## config.mk

```make
export PLATFORM = sky130hd
export DESIGN_NAME = dram_bank_sched
export DESIGN_NICKNAME = d
export VERILOG_FILES = /design/src/rtl/dram_bank_sched.sv
export SDC_FILE = /design/constraint.sdc
export NUM_CORES = 1
export LEC_CHECK = 0
export ABC_AREA = 1
export CORE_UTILIZATION = 40
export DETAILED_ROUTE_END_ITERATION = 7
export MAX_ROUTING_LAYER = met4
export PLACE_DENSITY = 0.6
export REMOVE_ABC_BUFFERS = 1
export SLEW_MARGIN = 20
export SYNTH_ARGS = -nofsm -noshare
export SYNTH_HDL_FRONTEND = slang
export SYNTH_SLANG_ARGS = --single-unit
```

## constraint.sdc

```tcl
create_clock -name clk -period 5.45 [get_ports clk]
set_input_delay 1.09 -clock clk [delete_from_list [all_inputs] [get_ports clk]]
set_output_delay 1.09 -clock clk [all_outputs]
set_load 0.01 [all_outputs]
```

## src/rtl/dram_bank_sched.sv

```systemverilog
`default_nettype none
// ============================================================================
// Module   : dram_bank_sched
// Brief    : Multi-bank DRAM command scheduler. Tracks the open row of every
//            bank and turns one L2 request at a time into the minimal
//            PRE / ACT / RD / WR sequence over a 4-phase req/ack handshake.
// Revision : 1.0 - initial parametrised release
// ============================================================================
module dram_bank_sched #(
    parameter int NUM_OF_BANKS = 8,
    parameter int ROW_W        = 7,
    parameter int COL_W        = 3,
    parameter int DATA_WIDTH   = 8,
    parameter int CLOSE_PAGE   = 0,
    parameter int BANK_W       = $clog2(NUM_OF_BANKS)
) (
    input  logic                  clk,
    input  logic                  rst,
    input  logic                  req_valid,
    output logic                  req_ready,
    input  logic                  req_rw,
    input  logic [BANK_W-1:0]     req_bank,
    input  logic [ROW_W-1:0]      req_row,
    input  logic [COL_W-1:0]      req_col,
    input  logic [DATA_WIDTH-1:0] req_wdata,
    output logic                  cmd_req,
    input  logic                  cmd_ack,
    output logic [1:0]            cmd,
    output logic [BANK_W-1:0]     cmd_bank,
    output logic [ROW_W-1:0]      cmd_row,
    output logic [COL_W-1:0]      cmd_col,
    output logic [DATA_WIDTH-1:0] cmd_wdata,
    input  logic [DATA_WIDTH-1:0] dram_rdata,
    output logic                  rsp_valid,
    output logic [DATA_WIDTH-1:0] rsp_data,
    output logic                  rsp_err,
    output logic [15:0]           hit_count,
    output logic [15:0]           miss_count
);

    // Open-row table is sized to the full bank address space so any bank
    // index can be looked up; entries at or above NUM_OF_BANKS stay unused.
    localparam int                c_TABLE = 1 << BANK_W;
    localparam logic [BANK_W:0]   c_NB    = NUM_OF_BANKS[BANK_W:0];
    localparam logic              c_CLOSE = (CLOSE_PAGE != 0);

    localparam logic [1:0] c_CMD_PRE = 2'b00;
    localparam logic [1:0] c_CMD_ACT = 2'b01;
    localparam logic [1:0] c_CMD_RD  = 2'b10;
    localparam logic [1:0] c_CMD_WR  = 2'b11;

    localparam logic [1:0] c_ST_IDLE    = 2'd0;
    localparam logic [1:0] c_ST_ISSUE   = 2'd1;
    localparam logic [1:0] c_ST_RELEASE = 2'd2;
    localparam logic [1:0] c_ST_RESP    = 2'd3;

    logic [1:0]            r_state;
    logic [1:0]            w_state_nxt;
    logic                  r_idle_rdy;
    logic                  r_rw;
    logic                  r_err;
    logic                  r_after_acc;
    logic [DATA_WIDTH-1:0] r_rdata_cap;
    logic [c_TABLE-1:0]    r_open_valid;
    logic [ROW_W-1:0]      r_open_row [c_TABLE];

    logic w_accept;
    logic w_bad;
    logic w_hit;
    logic w_done;

    // A pending ack from the DRAM side always blocks acceptance.
    assign req_ready = r_idle_rdy & ~cmd_ack;
    assign w_accept  = req_valid & req_ready;
    assign w_bad     = ({1'b0, req_bank} >= c_NB);
    assign w_hit     = r_open_valid[req_bank] && (r_open_row[req_bank] == req_row);
    // Sequence ends after the access (open page) or after the trailing PRE.
    assign w_done    = ((cmd == c_CMD_PRE) && r_after_acc) || (cmd[1] && !c_CLOSE);

    // Next-state decode of the request/handshake sequencer.
    always_comb begin
        w_state_nxt = r_state;
        case (r_state)
            c_ST_IDLE:    if (w_accept) w_state_nxt = w_bad ? c_ST_RESP : c_ST_ISSUE;
            c_ST_ISSUE:   if (cmd_ack) w_state_nxt = c_ST_RELEASE;
            c_ST_RELEASE: if (!cmd_ack) w_state_nxt = w_done ? c_ST_RESP : c_ST_ISSUE;
            default:      w_state_nxt = c_ST_IDLE;
        endcase
    end

    // Registered state, command outputs, bank table, response and counters.
    always_ff @(posedge clk) begin
        if (rst) begin
            r_state      <= c_ST_IDLE;
            r_idle_rdy   <= 1'b0;
            r_rw         <= 1'b0;
            r_err        <= 1'b0;
            r_after_acc  <= 1'b0;
            r_rdata_cap  <= '0;
            r_open_valid <= '0;
            for (int i = 0; i < c_TABLE; i++) r_open_row[i] <= '0;
            cmd_req      <= 1'b0;
            cmd          <= c_CMD_PRE;
            cmd_bank     <= '0;
            cmd_row      <= '0;
            cmd_col      <= '0;
            cmd_wdata    <= '0;
            rsp_valid    <= 1'b0;
            rsp_data     <= '0;
            rsp_err      <= 1'b0;
            hit_count    <= '0;
            miss_count   <= '0;
        end else begin
            r_state    <= w_state_nxt;
            r_idle_rdy <= (w_state_nxt == c_ST_IDLE);
            rsp_valid  <= 1'b0;
            rsp_err    <= 1'b0;
            case (r_state)
                c_ST_IDLE: begin
                    if (w_accept) begin
                        r_rw        <= req_rw;
                        r_err       <= w_bad;
                        r_after_acc <= 1'b0;
                        if (!w_bad) begin
                            cmd_req   <= 1'b1;
                            cmd_bank  <= req_bank;
                            cmd_row   <= req_row;
                            cmd_col   <= req_col;
                            cmd_wdata <= req_wdata;
                            if (w_hit) begin
                                cmd <= req_rw ? c_CMD_WR : c_CMD_RD;
                                if (hit_count != 16'hFFFF) hit_count <= hit_count + 16'd1;
                            end else begin
                                cmd <= r_open_valid[req_bank] ? c_CMD_PRE : c_CMD_ACT;
                                if (miss_count != 16'hFFFF) miss_count <= miss_count + 16'd1;
                            end
                        end
                    end
                end
                c_ST_ISSUE: begin
                    if (cmd_ack) begin
                        cmd_req <= 1'b0;
                        case (cmd)
                            c_CMD_PRE: r_open_valid[cmd_bank] <= 1'b0;
                            c_CMD_ACT: begin
                                r_open_valid[cmd_bank] <= 1'b1;
                                r_open_row[cmd_bank]   <= cmd_row;
                            end
                            c_CMD_RD:  r_rdata_cap <= dram_rdata;
                            default:   ;
                        endcase
                    end
                end
                c_ST_RELEASE: begin
                    if (!cmd_ack && !w_done) begin
                        cmd_req <= 1'b1;
                        case (cmd)
                            c_CMD_PRE: cmd <= c_CMD_ACT;
                            c_CMD_ACT: cmd <= r_rw ? c_CMD_WR : c_CMD_RD;
                            default: begin
                                cmd         <= c_CMD_PRE;
                                r_after_acc <= 1'b1;
                            end
                        endcase
                    end
                end
                default: begin
                    rsp_valid <= 1'b1;
                    rsp_err   <= r_err;
                    if (!r_err && !r_rw) rsp_data <= r_rdata_cap;
                end
            endcase
        end
    end

endmodule
`default_nettype wire

```

==> summary.md <==
| Metric | Value |
|---|---|
| Outcome | finished clean |
| Mapped cell area | roughly 6900 sq um |
| Vias in the first global route | 5758 |
| Post-CTS setup buffers | 0 |
| Cell Chain, Critical Path | clkdlybuf4s50_1 -> inv_2 -> nand2_1 -> nand3_1 -> nand3_1 -> nand2_1 -> nand2_1 -> nand2_1 -> nor2_2 -> nand2_2 -> nor2_8 -> nand3_2 -> nand2_1 -> a21oi_1 |
| Clk_lat worst skew | between 0.4 and 0.5 ns |
| Mux share of post-synthesis cell area | 0 |
| Setup crit start kind | input pin |
| Synth Area in XOR/XNOR | 0.0281 |
| Met3 global-route usage | 0.0349 |
| Placer Congestion | roughly 0.88 |
| Largest net degree at the start of global routing | 43 |
| FP Rows | 47 |
| LEAKAGE | approximately 3.4 nW |
| Placed cell area | between 7000 and 8000 sq um |
| 1st-pass router iterations | 5 |
| Die X | ~130 microns |
| Sw Ratio | 0.255 |
| CP Capture Type | flop |
| Clock Tree Root | clkbuf_16 |
| Initial DRC Count | between 400 and 500 |
| Cts repair resizes | 0 |
| Top cells by count, synth | 183 x nand2_1, 161 x nor2_1, 114 x inv_1 |
| Share of cells above drive strength 1 | 0.0662 |
| Internal | 1.85 mW |
| NetSw | 634 uW |
| Met2 Use GR | 0.338 |
| Final HPWL DP | between 10000 and 15000 microns |
| CTS Hold Bufs | 0 |
| Worst Hold Depth | 2 |
| FFs w/ async S/R, synth | 0 |
| Setup violations, final | 0 |
| Worst slew pin tran | roughly 0.99 ns |
| Largest family of logic cells by synthesized area | simple AND/OR/NAND/NOR gates |
| WL final | around 18000 microns |
| R2R Path End | hit_count[5] |
| EDFF count, synth | between 50 and 60 |
| Avg Inst Size Synth | ~7.6 sq um |
| Simple-gate area share of the yosys netlist | 0.295 |
| Slowest stage delay, CP | 0.92 ns |
| Final Slew Violations | 0 |
| Clock sinks | approximately 140 |
| DRC Markers | 0 |
| Seq cells post-synth | 142 |
| Top cells by area, synth | dfxtp_1 25%, edfxtp_1 25%, nand2_1 10% |
| Gr busiest metal | met2 |
| Crit Path Class | input pin to flop |
| Reg-to-reg setup timing slack | approximately 2.7 ns |
| Period minus WS final | 3.73 ns |
| Critical R2R Launch | r_state[0] |
| Reg power frac | 0.462 |
| Pwr Total | ~2.5 mW |
| Htree depth | 4 |
| Pwr dens | between 200 and 300 nW/um^2 |
| Num CTS Buffers | 17 |
| Post-route cell area | between 8000 and 9000 sq um |
| CTS Buffer Depth | 2 |
| Tot GR Track Use | 0.222 |
| Antenna diodes | 0 |
| Via Count | about 6000 |
| Area grow syn2layout | 24.5% |
| Adder-Cell Fraction of Synth Area | 0.00365 |
| Die area | ~18000 sq um |
| CP required | approximately 5.8 ns |
| Yosys warning count | 0 |
| Count leader, synth | nand2_1 |
| M1 GR Usage | 0.294 |
| Tcrit/Tclk final | 0.684 |
| Ys flop type | dfxtp_1 |
| Setup_tns | 0 ns |
| Yosys top cell area share | 0.251 |
| Relative slew slack | 0.332 |
| Clk slew on worst S/H paths | around 0.060 ns |
| First-pass GRT wire length | 29700 microns |
| Synthesized netlist cell count | about 900 |
| Data arrival, critical path | just over 4 ns |
| Vias/cell | just under 5 |
| Largest area contributor in the netlist | dfxtp_1 |
| Compound-gate portion of the synthesized area | 0.0814 |
| Max_cap viols | 0 |
| FMAX | between 200 and 300 MHz |
| Worst Reg-to-Reg Cells | 10 |
| Combinational power share | 0.084 |
| Hold Path Class | flop to flop |
| Die Y | 133 microns |
| Post-synth cell types | 33 |
| Register area share after synthesis | 0.497 |
| TritonCTS clock tree | built |
| Skew final | about 0.011 ns |
| CP max-delay cell | clkdlybuf4s50_1 |
| Most numerous cell on the critical path | nand2_1 |
| Number of routed nets with antenna violations | 0 |
| Core Area | between 15000 and 20000 sq um |
| # nets final | 1020 |
| Antenna violations before repair | 0 |
| Initial Util | 0.412 |
| Hold Path Sink | r_after_acc |
| Hold Startpoint | r_after_acc |
| RSZ-0062 raised after global routing | no |
| Clock network power share | 0.454 |
| Crit Path Max Fanout | 29 |
| I/O pins | between 100 and 150 |
| GR Overflow Total | 0 |
| Routed WL per cell | 14.8 microns |
| Final hold vios | 0 |
| Peak supply drop | ~0.00025 V |
| PortBufs | 99 |
final cells by class:
type	instances	area, sq um
Clock inverter	13	96.3
Multi-Input combinational cell	600	2810
Fill cell	1641	8110
Sequential cell	142	3400
Inverter	120	450
Tap cell	220	275
Timing Repair Buffer	103	1020
Clock buffer	19	475
worst max-delay path, delay by kind of cell:
kind / cells / cell delay [ns]
buffers and inverters: 2 / 1.32
AOI/OAI and AO/OA: 1 / 0.06
and+or+nand+nor: 11 / 1.54
power by group through the flow:
stage / sequential, mW / combinational (mW) / clock [mW]
after floorplan: 1.17 / 0.0981 / 0
after global placement: 1.17 / 0.207 / 0
after detailed placement: 1.17 / 0.207 / 0
after CTS: 1.15 / 0.209 / 1.14
after global routing: 1.15 / 0.230 / 1.18
final: 1.15 / 0.208 / 1.13
worst max-delay path by stage:
stage | start | to | slack (ns)
2_1_floorplan | cmd_ack | hit_count[5] | 1.69
3_3_place_gp | req_bank[0] | hit_count[1] | 1.35
3_5_place_dp | req_bank[0] | hit_count[7] | 1.29
4_1_cts | req_bank[0] | hit_count[7] | 1.73
5_1_grt | req_bank[0] | hit_count[1] | 1.39
6_report | req_bank[0] | hit_count[7] | 1.72
cell families (layout without fill, tap and decap cells):
logic type	Yosys count	count (layout)
AO/OA/AOI/OAI	100	100
buffers and inverters	155	255
flip-flops	142	142
AND/OR/NAND/NOR	475	475
other	1	1
XOR/XNOR	22	22
adder cells (fa/ha/maj)	2	2
flip-flops by register name (all words and copies together), names as in the netlist, 2 cells and up, named ones only:
signal and flops:
rsp_data 8, cmd 2, r_state 2, miss_count 16
r_open_row 56, cmd_row 7, cmd_col 3, r_rdata_cap 8
hit_count 16, cmd_bank 3, cmd_wdata 8
per-layer routing:
metal | share of wire | vias up
met5 | 0 | -
met4 | 0.021 | 0
met3 | 0.051 | 27
met2 | 0.45 | 192
met1 | 0.48 | 2763
li1 | - | 3055
stage by stage:
stage	hold WS, ns	instances	setup WS [ns]	util
floorplan	0.419	862	1.69	-
global placement	0.429	1185	1.35	0.478
detailed placement	0.433	1185	1.29	0.478
CTS	0.441	1217	1.73	0.512
global route	0.482	1217	1.39	0.512
finish	0.440	1217	1.72	0.512
cell usage in the layout, fill, tap and decap left out, types with 6 or more instances in the layout:
cell / instances
a21oi_1: 35
a21oi_2: 8
clkbuf_16: 19
clkdlybuf4s50_1: 99
dfxtp_1: 86
edfxtp_1: 56
inv_1: 113
nand2_1: 183
nand2_2: 10
nand3_1: 73
nand4_1: 17
nor2_1: 160
nor3_1: 16
nor4_1: 6
o21ai_0: 50
xnor2_1: 6
xor2_1: 16
Power figures use the tool's default switching activity.
